`src/rtl/instr_queue.sv`:
```
// instr_queue -- instruction FIFO with valid/ready enqueue and valid/yumi dequeue.
//
// Depth is CAP = 2^PTR_WIDTH_P entries. The read and write pointers carry one
// extra MSB so that "full" and "empty" can be told apart without a separate
// occupancy register. Occupancy is the pointer difference.
//
// Optional feature macro: IQ_BYPASS_EN
//   Undefined (default): valid_o/data_o come only from registered state and
//     storage; there is no combinational path from valid_i/data_i to them.
//   Defined: when the queue is empty, an incoming entry is presented directly
//     on valid_o/data_o in the same cycle. If the consumer takes it (yumi_i),
//     it is never written; otherwise it is written as a normal enqueue.
//
// ready_o is a pure function of registered pointers: a full queue does not
// accept a new entry even in the cycle its head is being consumed.

module instr_queue #(
  parameter int WIDTH_P        = 32,
  parameter int PTR_WIDTH_P    = 2,
  parameter int AFULL_THRESH_P = (1 << PTR_WIDTH_P) - 1
) (
  input  logic                   clk_i,
  input  logic                   reset_n_i,
  input  logic                   flush_i,
  input  logic [WIDTH_P-1:0]     data_i,
  input  logic                   valid_i,
  output logic                   ready_o,
  output logic                   valid_o,
  output logic [WIDTH_P-1:0]     data_o,
  input  logic                   yumi_i,
  output logic [PTR_WIDTH_P:0]   count_o,
  output logic                   almost_full_o
);

  localparam int CAP = 1 << PTR_WIDTH_P;

  // Threshold expressed at the width of count_o so the compare is width-exact.
  localparam logic [PTR_WIDTH_P:0] AFULL_THRESH_L = (PTR_WIDTH_P+1)'(AFULL_THRESH_P);

  // Entry storage; written on enqueue, read combinationally at the head.
  logic [WIDTH_P-1:0] mem [CAP];

  // Pointers: low bits address storage, MSB is the wrap (lap) bit.
  logic [PTR_WIDTH_P:0]   wr_ptr_reg;
  logic [PTR_WIDTH_P:0]   wr_ptr_next;
  logic [PTR_WIDTH_P:0]   rd_ptr_reg;
  logic [PTR_WIDTH_P:0]   rd_ptr_next;
  logic [PTR_WIDTH_P-1:0] wr_addr;
  logic [PTR_WIDTH_P-1:0] rd_addr;

  logic empty;
  logic full;
  logic enq;
  logic deq;
  logic bypass_take;

  assign wr_addr = wr_ptr_reg[PTR_WIDTH_P-1:0];
  assign rd_addr = rd_ptr_reg[PTR_WIDTH_P-1:0];

  // Empty when pointers match exactly; full when only the lap bit differs.
  assign empty = (wr_ptr_reg == rd_ptr_reg);
  assign full  = (wr_ptr_reg[PTR_WIDTH_P] != rd_ptr_reg[PTR_WIDTH_P]) &&
                 (wr_addr == rd_addr);

  // Status outputs derived only from registered pointers.
  assign ready_o       = !full;
  assign count_o       = wr_ptr_reg - rd_ptr_reg;
  assign almost_full_o = (count_o >= AFULL_THRESH_L);

`ifdef IQ_BYPASS_EN
  logic bypass_active;

  // An incoming entry is visible at the head only when nothing is stored.
  assign bypass_active = empty && valid_i && !flush_i;

  // Head presentation: stored head when non-empty, incoming entry otherwise.
  always_comb begin
    valid_o     = !empty || bypass_active;
    data_o      = mem[rd_addr];
    bypass_take = 1'b0;
    if (empty) begin
      data_o      = data_i;
      bypass_take = bypass_active && yumi_i;
    end
  end
`else
  // Head presentation: registered state and storage only.
  always_comb begin
    valid_o     = !empty;
    data_o      = mem[rd_addr];
    bypass_take = 1'b0;
  end
`endif

  // Transfer decode; a bypassed-and-consumed entry neither writes nor pops.
  always_comb begin
    enq = valid_i && ready_o && !flush_i && !bypass_take;
    deq = yumi_i && valid_o && !flush_i && !bypass_take;
  end

  // Pointer next-state; flush wins over any same-cycle transfer.
  always_comb begin
    wr_ptr_next = wr_ptr_reg;
    rd_ptr_next = rd_ptr_reg;
    if (flush_i) begin
      wr_ptr_next = '0;
      rd_ptr_next = '0;
    end else begin
      if (enq) wr_ptr_next = wr_ptr_reg + 1'b1;
      if (deq) rd_ptr_next = rd_ptr_reg + 1'b1;
    end
  end

  // Pointer registers with asynchronous active-low reset.
  always_ff @(posedge clk_i or negedge reset_n_i) begin
    if (!reset_n_i) begin
      wr_ptr_reg <= '0;
      rd_ptr_reg <= '0;
    end else begin
      wr_ptr_reg <= wr_ptr_next;
      rd_ptr_reg <= rd_ptr_next;
    end
  end

  // Storage write; contents are not cleared by reset or flush.
  always_ff @(posedge clk_i) begin
    if (enq) begin
      mem[wr_addr] <= data_i;
    end
  end

endmodule

```
`config.mk`:
```
export PLATFORM = sky130hd
export DESIGN_NAME = instr_queue
export DESIGN_NICKNAME = d
export VERILOG_FILES = /design/src/rtl/instr_queue.sv
export SDC_FILE = /design/constraint.sdc
export NUM_CORES = 1
export LEC_CHECK = 0
export CORE_AREA = 3 3 108 110
export DETAILED_ROUTE_END_ITERATION = 12
export DIE_AREA = 0 0 111 113
export PLACE_DENSITY = 0.74
export SYNTH_ARGS = -nofsm -noshare
export SYNTH_HDL_FRONTEND = slang
export SYNTH_SLANG_ARGS = --single-unit
```
`constraint.sdc`:
```
create_clock -name clk_i -period 2.2 [get_ports clk_i]
set_input_delay 0.22 -clock clk_i [delete_from_list [all_inputs] [get_ports clk_i]]
set_output_delay 0.22 -clock clk_i [all_outputs]
set_load 0.01 [all_outputs]
```
# Yosys cells after proc, flatten, opt, wreduce, memory -nomap -nowiden
# Memory sizes are Yosys's and may differ from the RTL's.
# Cells that the tools add are included.
# word_totals
register_bits	6
ramBits	128
input_bits	37
wordCells	26
n_memories	1
# memory_table
name	words	width	rd	rd_ports_with_merged_regs	wr	line_no	source
mem	4	32	1	0	1	41	logic [WIDTH_P-1:0] mem [CAP];
# classes
addsub	3
order_cmp	1
eq_ne	3
muxes	6
n_reduce_logical	10
# ops
operator	n
3-bit 2-to-1 mux	4
3-bit by 1-bit adder with 3-bit output (second input constant)	2
1-bit logical AND	5
2-bit nonzero test	2
3-bit equality test	1
3-bit by 2-bit >= comparator with 1-bit output (second input constant)	1
1-bit logical NOT	3
3-bit subtractor	1
2-bit equality test	1
1-bit 2-to-1 mux	2
1-bit != test	1

# Depth between registers and ports, before layout
# Gate-level depths: netlist of the first run.
# depth
depth_word	7
depth_mapped	7
depth_no_buf	6

# Worst setup path before layout of the first run
# No wires, ideal clock.
# synth_path
path_kind	reg2reg
from	register rd_ptr_reg[1]
to	memory mem[0][0], enable pin
setup_ps	392
t_arrival_ps	2001
t_required_ps	1808
slack_ps	-194
path_stages_with_launch	7
n_path_buf	2
synth_period_minus_slack_ps	2394
path_cell_list	dfrtp_1 buf_2 inv_1 ha_1 clkbuf_2 nand3_2 and4b_1
# synth_between
elab_chain_len	7
# synth_rtl
item	line_no	source
start: declaration	46	logic [PTR_WIDTH_P:0] rd_ptr_reg;
start signal: assignment	121	rd_ptr_reg <= rd_ptr_next;
2-bit equality test	63	(wr_addr == rd_addr);
1-bit logical AND	62	assign full = (wr_ptr_reg[PTR_WIDTH_P] != rd_ptr_reg[PTR_WIDTH_P]) &&
1-bit logical NOT	66	assign ready_o = !full;
via ready_o	27	output logic ready_o,
1-bit logical AND (2 in series)	97	enq = valid_i && ready_o && !flush_i && !bypass_take;
1-bit 2-to-1 mux	127	if (enq) begin
1-bit 2-to-1 mux (implied by the code)	128	mem[wr_addr] <= data_i;
end: declaration	41	
# The timed path passes the listed nets, and every way through them passes these cells.

# Worst setup path in the final report of the first run
# layout_path
from	register rd_ptr_reg[0]
to	output port data_o[14]
# layout_between
elab_chain_len	1
# layout_rtl
item	line_no	source
memory read 4 x 32 bit	--	
end: declaration	29	output logic [WIDTH_P-1:0] data_o,
# No other way between the ends.

==> results.md, run 1 <==
* CTS Root Cell: clkbuf_8
* Combinational family with the most area after synthesis: multiplexers
* Flip-flop and latch area at 4000 um2
* Final non-filler cell total at 499
* Arr. time, crit path at about 2000 ps
* Synthesized area at roughly 5200 um2
* Outcome: finished, violations left
* Slowest stage delay, CP at 530 ps
* GR Util All Layers at 0.164
* Most frequent cells in the layout: 128 x edfxtp_1, 38 x clkdlybuf4s50_1, 32 x mux4_2
* First DRT Iteration DRCs at 121
* Worst slew pin tran at about 320 ps
* Worst Setup End Kind: output port
* Post-Synth Adder-Cell Area at 0.0207
* Clock skew at about 8.7 ps
* Die height at ~110 um
* Largest register FFs at ~130
* CTS tree: built
* Compound-Gate Fraction of Synth Area at 0.0219
* CTS clk-pin slew, worst paths at ~60 ps
* Dpl cells at roughly 450
* Distinct cells, synth at 30
* Max VDD drop at just over 800 uV
* Reg2reg start: wr_ptr_reg[2]
* Starting Density at 0.482
* Final setup fails at 1
* Max-Cap Viols at 0
* Detail Placement HPWL at 5.83 mm
* Grt ovf at 0
* Final Cycle Share at 1.00
* P_leak at approximately 0.0024 uW
* DP Worst Slack at 142 ps
* F_max at 0.452 GHz
* Post-Route WL at about 9.6 mm
* Antenna Nets Post-Route at 0
* Top cell type's share of synthesized area at 0.738
* Rel. slew slack at 0.784
* IO Pins at 75
* Commonest non-fill, non-tap cell in the layout: edfxtp_1
* Cells after synthesis at roughly 230
* Startpoint Class: flip-flop
* Kind of critical path: flip-flop to output port
* FF+latch count, synth at roughly 130
* Hold slack at 333 ps
* Failing checks: negative setup slack
* H-tree Lvls at 4
* Top post-synthesis cells by area: edfxtp_1 74%, mux4_2 14%, dfrtp_1 2.9%
* Post-synth top area cell: edfxtp_1
* Mux cell area share after synthesis at 0.138
* Largest net degree at the start of global routing at 23
* Most frequent CP cell: buf_6
* Endpoints failing hold at 0
* Max Fanout on Critical Path at 5
* Die area at roughly 13000 um2
* WL/cell at 19.2 um
* Vias in the first global route at between 2000 and 3000
* Required @ worst endpoint at between 1500 and 2000 ps
* Placed Area at between 6000 and 7000 um2
* Synth warn at 0
* N_diodes at 0
* Antenna violations before repair at 0
* Final slew viol count at 0
* Multi-input logic area at 1190 um2
* Via density at roughly 5.4
* Utilization after layout at 0.651
* Ratio of cells with drive above 1 in the final layout at 0.387
* Crit-path cells: buf_12 > buf_8 > buf_6 > mux4_2 > buf_6
* Hold Crit Depth at 1
* Flop2flop setup slack at 460 ps
* Clk sink count at roughly 130
* Worst hold start: data_i[17]
* CTS Buffer Depth at 2
* HP Class: input pin to flip-flop
* Clk_lat worst skew at approximately 510 ps
* Final GP Congestion at 0.776
* RSZ-0062 raised after global routing: true
* Fin area at 7020 um2
* Pre-Repair DR Iteration Count at 4
* Area Overhead vs Synth at 34.9%
* Cts bufs inserted at 17
* Post-route setup slack at -10.5 ps
* First-pass GRT wire length at 15.4 mm
* Layout Nets at 391
* Post-Synth Simple-Gate Area at 0.0293
* Die W at around 110 um
* Seq/Total Area, Yosys at 0.767
* Num rows at 38
* Mapped Nets at roughly 280
* Minimum clock period at 2210 ps
* IO Port Bufs at 74
* Via Count at 2681
* Worst setup startpoint: rd_ptr_reg[0]
* Post-Synth XOR/XNOR Area at 0.00649
* R2R cell count at 4
* Critical-path cell with the highest stage delay: mux4_2
* Fill cells at about 740
* Core Area at 10800 um2
* Pwr/cell area at between 1000 and 1500 nW/um2
* Avg Inst Size Synth at ~22 um2
* Drt drc at 0
[worst max-delay path: cells and delay by family, from the launching register on]
kind	cells	cell delay [ps]
mux	1	530
buf+inv	4	490
flops	1	450
[area by class of cell]
type,count,share of cell area
multi-input cells,82,0.169
inverters,5,0.00267
flip-flops and latches,134,0.569
clock inverters,13,0.0287
well taps,140,0.0249
repair buffers,106,0.145
clock buffers,19,0.0600
[synthesized netlist by cell type (all sizes together)]
library cell,count
edfxtp,128
mux4,32
buf,8
ha,7
dfrtp,6
nand3,6
clkbuf,5
inv,5
and3,4
and4b,4
o311ai,4
a21oi,3
a32oi,3
nand2,3
nor2b,3
a31oi,2
nor2,2
xnor2,2
a211o,1
a21o,1
a311oi,1
fa,1
nand2b,1
nor3b,1
xor2,1
[power breakdown]
part / total (uW) / leakage [uW] / switching [uW] / internal [uW]
registers: 3160 / 0.00124 / 91.0 / 3070
clock network: 2940 / 0.000300 / 989 / 1950
logic: 2480 / 0.000879 / 1140 / 1340
[through the flow]
stage	TNS (ps)	power [uW]
floorplan	0	4440
finish	-10.5	8580
global route	-897	8980
CTS	-429	8610
global placement	0	5570
detailed placement	0	5590
[worst paths after layout]
path	end
worst min register to register	wr_ptr_reg[2]
min in group asynchronous	wr_ptr_reg[0]
worst max register to register	mem[0][28]
worst min-delay path	mem[2][17]
worst max-delay path	data_o[14]
max in group asynchronous	wr_ptr_reg[1]
[metal layers]
layer,part of all wire,vias to the layer above,track usage
met1,0.42,1381,0.204
met4,0.016,0,0.0632
met5,0,-,0
met3,0.047,12,0.0572
li1,-,1215,-
met2,0.52,73,0.269
[cells by family (layout without fill, tap and decap cells)]
| family | Yosys count | count (layout) |
|---|---|---|
| fa+ha+maj | 8 | 8 |
| mux | 32 | 32 |
| xor+xnor | 3 | 3 |
| buf+inv | 18 | 143 |
| compound gates | 15 | 15 |
| flops | 134 | 134 |
| simple gates | 24 | 24 |
[repair_timing]
item | 4_1_cts | 5_1_grt
buffers inserted | 12 | 3
endpoints found under the setup margin | 38 | 34
hold buffers | 1 | 0
pin swaps | 1 | 2
gates cloned | 0 | 1
hold endpoints to repair | 6 | 0
resized for setup | 135 | 23
Note: power is estimated with default switching activity, not from simulation.
==> run 2: changes to the inputs <==
- GPL_TIMING_DRIVEN: not set -> 0
==> run 2 against run 1 <==
The flow still finishes with violations (negative setup slack). Setup slack worse by 6.1 ps. Sequential share of layout area rose by 0.14 points. Register-to-register slack got worse by 410 ps. Highest routed layer unchanged. Non-clock buffer count shrank 5. Utilization fell by 0.24 points. Sequential power is essentially flat. Clock skew down 1.9 ps. Routed wire length is 1.9% higher.
==> results.md, run 2 (same netlist as run 1, synthesis figures left out) <==
* Outcome: finished, violations left
* Failing checks: negative setup slack
* Kind of critical path: flip-flop to output port
* Drt drc at 0 (unchanged)
* Worst slew pin tran at 602 ps (+282 ps)
* Dpl cells at 446 (-1.1%)
* Final slew viol count at 0 (unchanged)
* Commonest non-fill, non-tap cell in the layout: edfxtp_1
* TNS Setup at -16.6 ps (-6.10 ps)
* Fill cells at 736 (-0.94%)
* Required @ worst endpoint at 1980 ps (about the same)
* Largest net degree at the start of global routing at 33 (+43%)
* Pwr/cell area at 1260 nW/um2 (+2.8%)
* Final setup fails at 1 (unchanged)
* Fin area at 7000 um2 (-0.37%)
* Endpoints failing hold at 0 (unchanged)
* N_diodes at 0 (unchanged)
* Placed Area at 6110 um2 (-2.0%)
* Via density at 5.45 (+1.4%)
* First DRT Iteration DRCs at 141 (+17%)
* Via Count at 2691 (+0.37%)
* IO Pins at 75 (unchanged)
* Final Cycle Share at 1.01 (+0.00277)
* CTS Buffer Depth at 2 (unchanged)
* Largest register FFs at 128 (unchanged)
* First-pass GRT wire length at 15.5 mm (+0.23%)
* Pre-Repair DR Iteration Count at 4 (unchanged)
* Area Overhead vs Synth at 34.4%
* CTS clk-pin slew, worst paths at 60 ps (about the same)
* Antenna Nets Post-Route at 0 (unchanged)
* Starting Density at 0.482 (unchanged)
* Ratio of cells with drive above 1 in the final layout at 0.373 (-0.0143)
* Max Fanout on Critical Path at 2 (-3)
* Most frequent cells in the layout: 128 x edfxtp_1, 34 x clkdlybuf4s50_1, 32 x mux4_2
* Vias in the first global route at 2841 (-1.5%)
* Clock skew at 6.85 ps (-1.85 ps)
* Cts bufs inserted at 17 (unchanged)
* Die area at 12500 um2 (unchanged)
* Hold slack at 134 ps (-199 ps)
* Flip-flop and latch area at 3990 um2 (-0.13%)
* Final non-filler cell total at 494 (-1.0%)
* Minimum clock period at 2220 ps (+6.10 ps)
* H-tree Lvls at 4 (unchanged)
* Multi-input logic area at 1170 um2 (-1.5%)
* Post-Route WL at 9.75 mm (+1.9%)
* Arr. time, crit path at 2000 ps (about the same)
* Rel. slew slack at 0.599 (-0.186)
* Layout Nets at 386 (-1.3%)
* Startpoint Class: flip-flop
* Clk sink count at 134 (unchanged)
* Clk_lat worst skew at 520 ps (about the same)
* Max-Cap Viols at 0 (unchanged)
* Num rows at 38 (unchanged)
* WL/cell at 19.7 um (+2.9%)
* Worst Setup End Kind: output port
* CTS tree: built
* F_max at 0.451 GHz (-0.28%)
* Grt ovf at 0 (unchanged)
* CTS Root Cell: clkbuf_8
* Antenna violations before repair at 0 (unchanged)
* Max VDD drop at 673 uV (-18%)
* IO Port Bufs at 72 (-2.7%)
* RSZ-0062 raised after global routing: true
* Die W at 111 um (unchanged)
* Final GP Congestion at 0.775 (about the same)
* Core Area at 10800 um2 (unchanged)
* Die height at 113 um (unchanged)
* GR Util All Layers at 0.167 (+0.00255)
* Post-route setup slack at -16.6 ps (-6.10 ps)
* Detail Placement HPWL at 5.46 mm (-6.4%)
* P_leak at 0.00241 uW (-0.20%)
* HP Class: input pin to flip-flop
* DP Worst Slack at -299 ps (-441 ps)
==> run 2: changes by cell type in the layout (fill, tap and decap cells not counted), sizes merged <==
cell,previous run,this run
clkbuf,28,23
buf,51,55
clkdlybuf4s50,38,34
dlygate4sd2,4,2
inv,7,9
clkinv,4,3
dlymetal6s2s,0,1
==> run 2: cell type report <==
class,instances,share of cell area
Clock buffer,18,0.0597
Tap cell,140,0.0250
Multi-Input combinational cell,82,0.167
Clock inverter,14,0.0317
Timing Repair Buffer,89,0.126
Inverter,5,0.00268
Sequential cell,134,0.571
Buffer,12,0.0173
==> run 2: worst max-delay path, stage by stage (launching register included) <==
cell	delay, ps
dfrtp_1	390
buf_4	160
ha_4	150
inv_2	50
fa_2	440
a21o_1	160
buf_2	130
==> run 2: routing by layer <==
metal / track usage / routed length (um) / up-vias
li1: - / - / 1199
met1: 0.223 / 4240 / 1388
met2: 0.255 / 4830 / 94
met3: 0.0626 / 567 / 10
met4: 0.0583 / 113 / 0
met5: 0 / 0 / -
==> run 2: worst paths after layout <==
check	end	depth (start not counted)	start	slack, ps
setup reg to reg	mem[0][16]	6	rd_ptr_reg[1]	50
setup / recovery	almost_full_o	6	rd_ptr_reg[0]	-20
hold reg to reg	wr_ptr_reg[2]	2	wr_ptr_reg[2]	650
hold / removal	rd_ptr_reg[2]	2	yumi_i	130
min in group asynchronous	wr_ptr_reg[2]	2	reset_n_i	490
max in group asynchronous	rd_ptr_reg[0]	2	reset_n_i	1480
==> run 2: where the power goes <==
part | leakage, uW | internal, uW | switching [uW] | total (uW)
registers | 0.00124 | 3060 | 77.1 | 3140
logic | 0.000864 | 1440 | 1180 | 2620
clock network | 0.000304 | 1970 | 1050 | 3020
total | 0.00241 | 6470 | 2310 | 8790
==> run 2: timing repair <==
action,4_1_cts,5_1_grt
hold endpoints to repair,6,0
resized for setup,166,24
gates cloned,3,0
endpoints found under the setup margin,166,64
hold buffers,1,0
pin swaps,4,0
setup buffers,11,3
==> run 2: metrics by stage <==
step | util | power [uW]
after floorplan | - | 4440
after global placement | 0.566 | 5500
after detailed placement | 0.566 | 5520
after CTS | 0.641 | 8710
after global routing | 0.648 | 9180
final | 0.648 | 8790
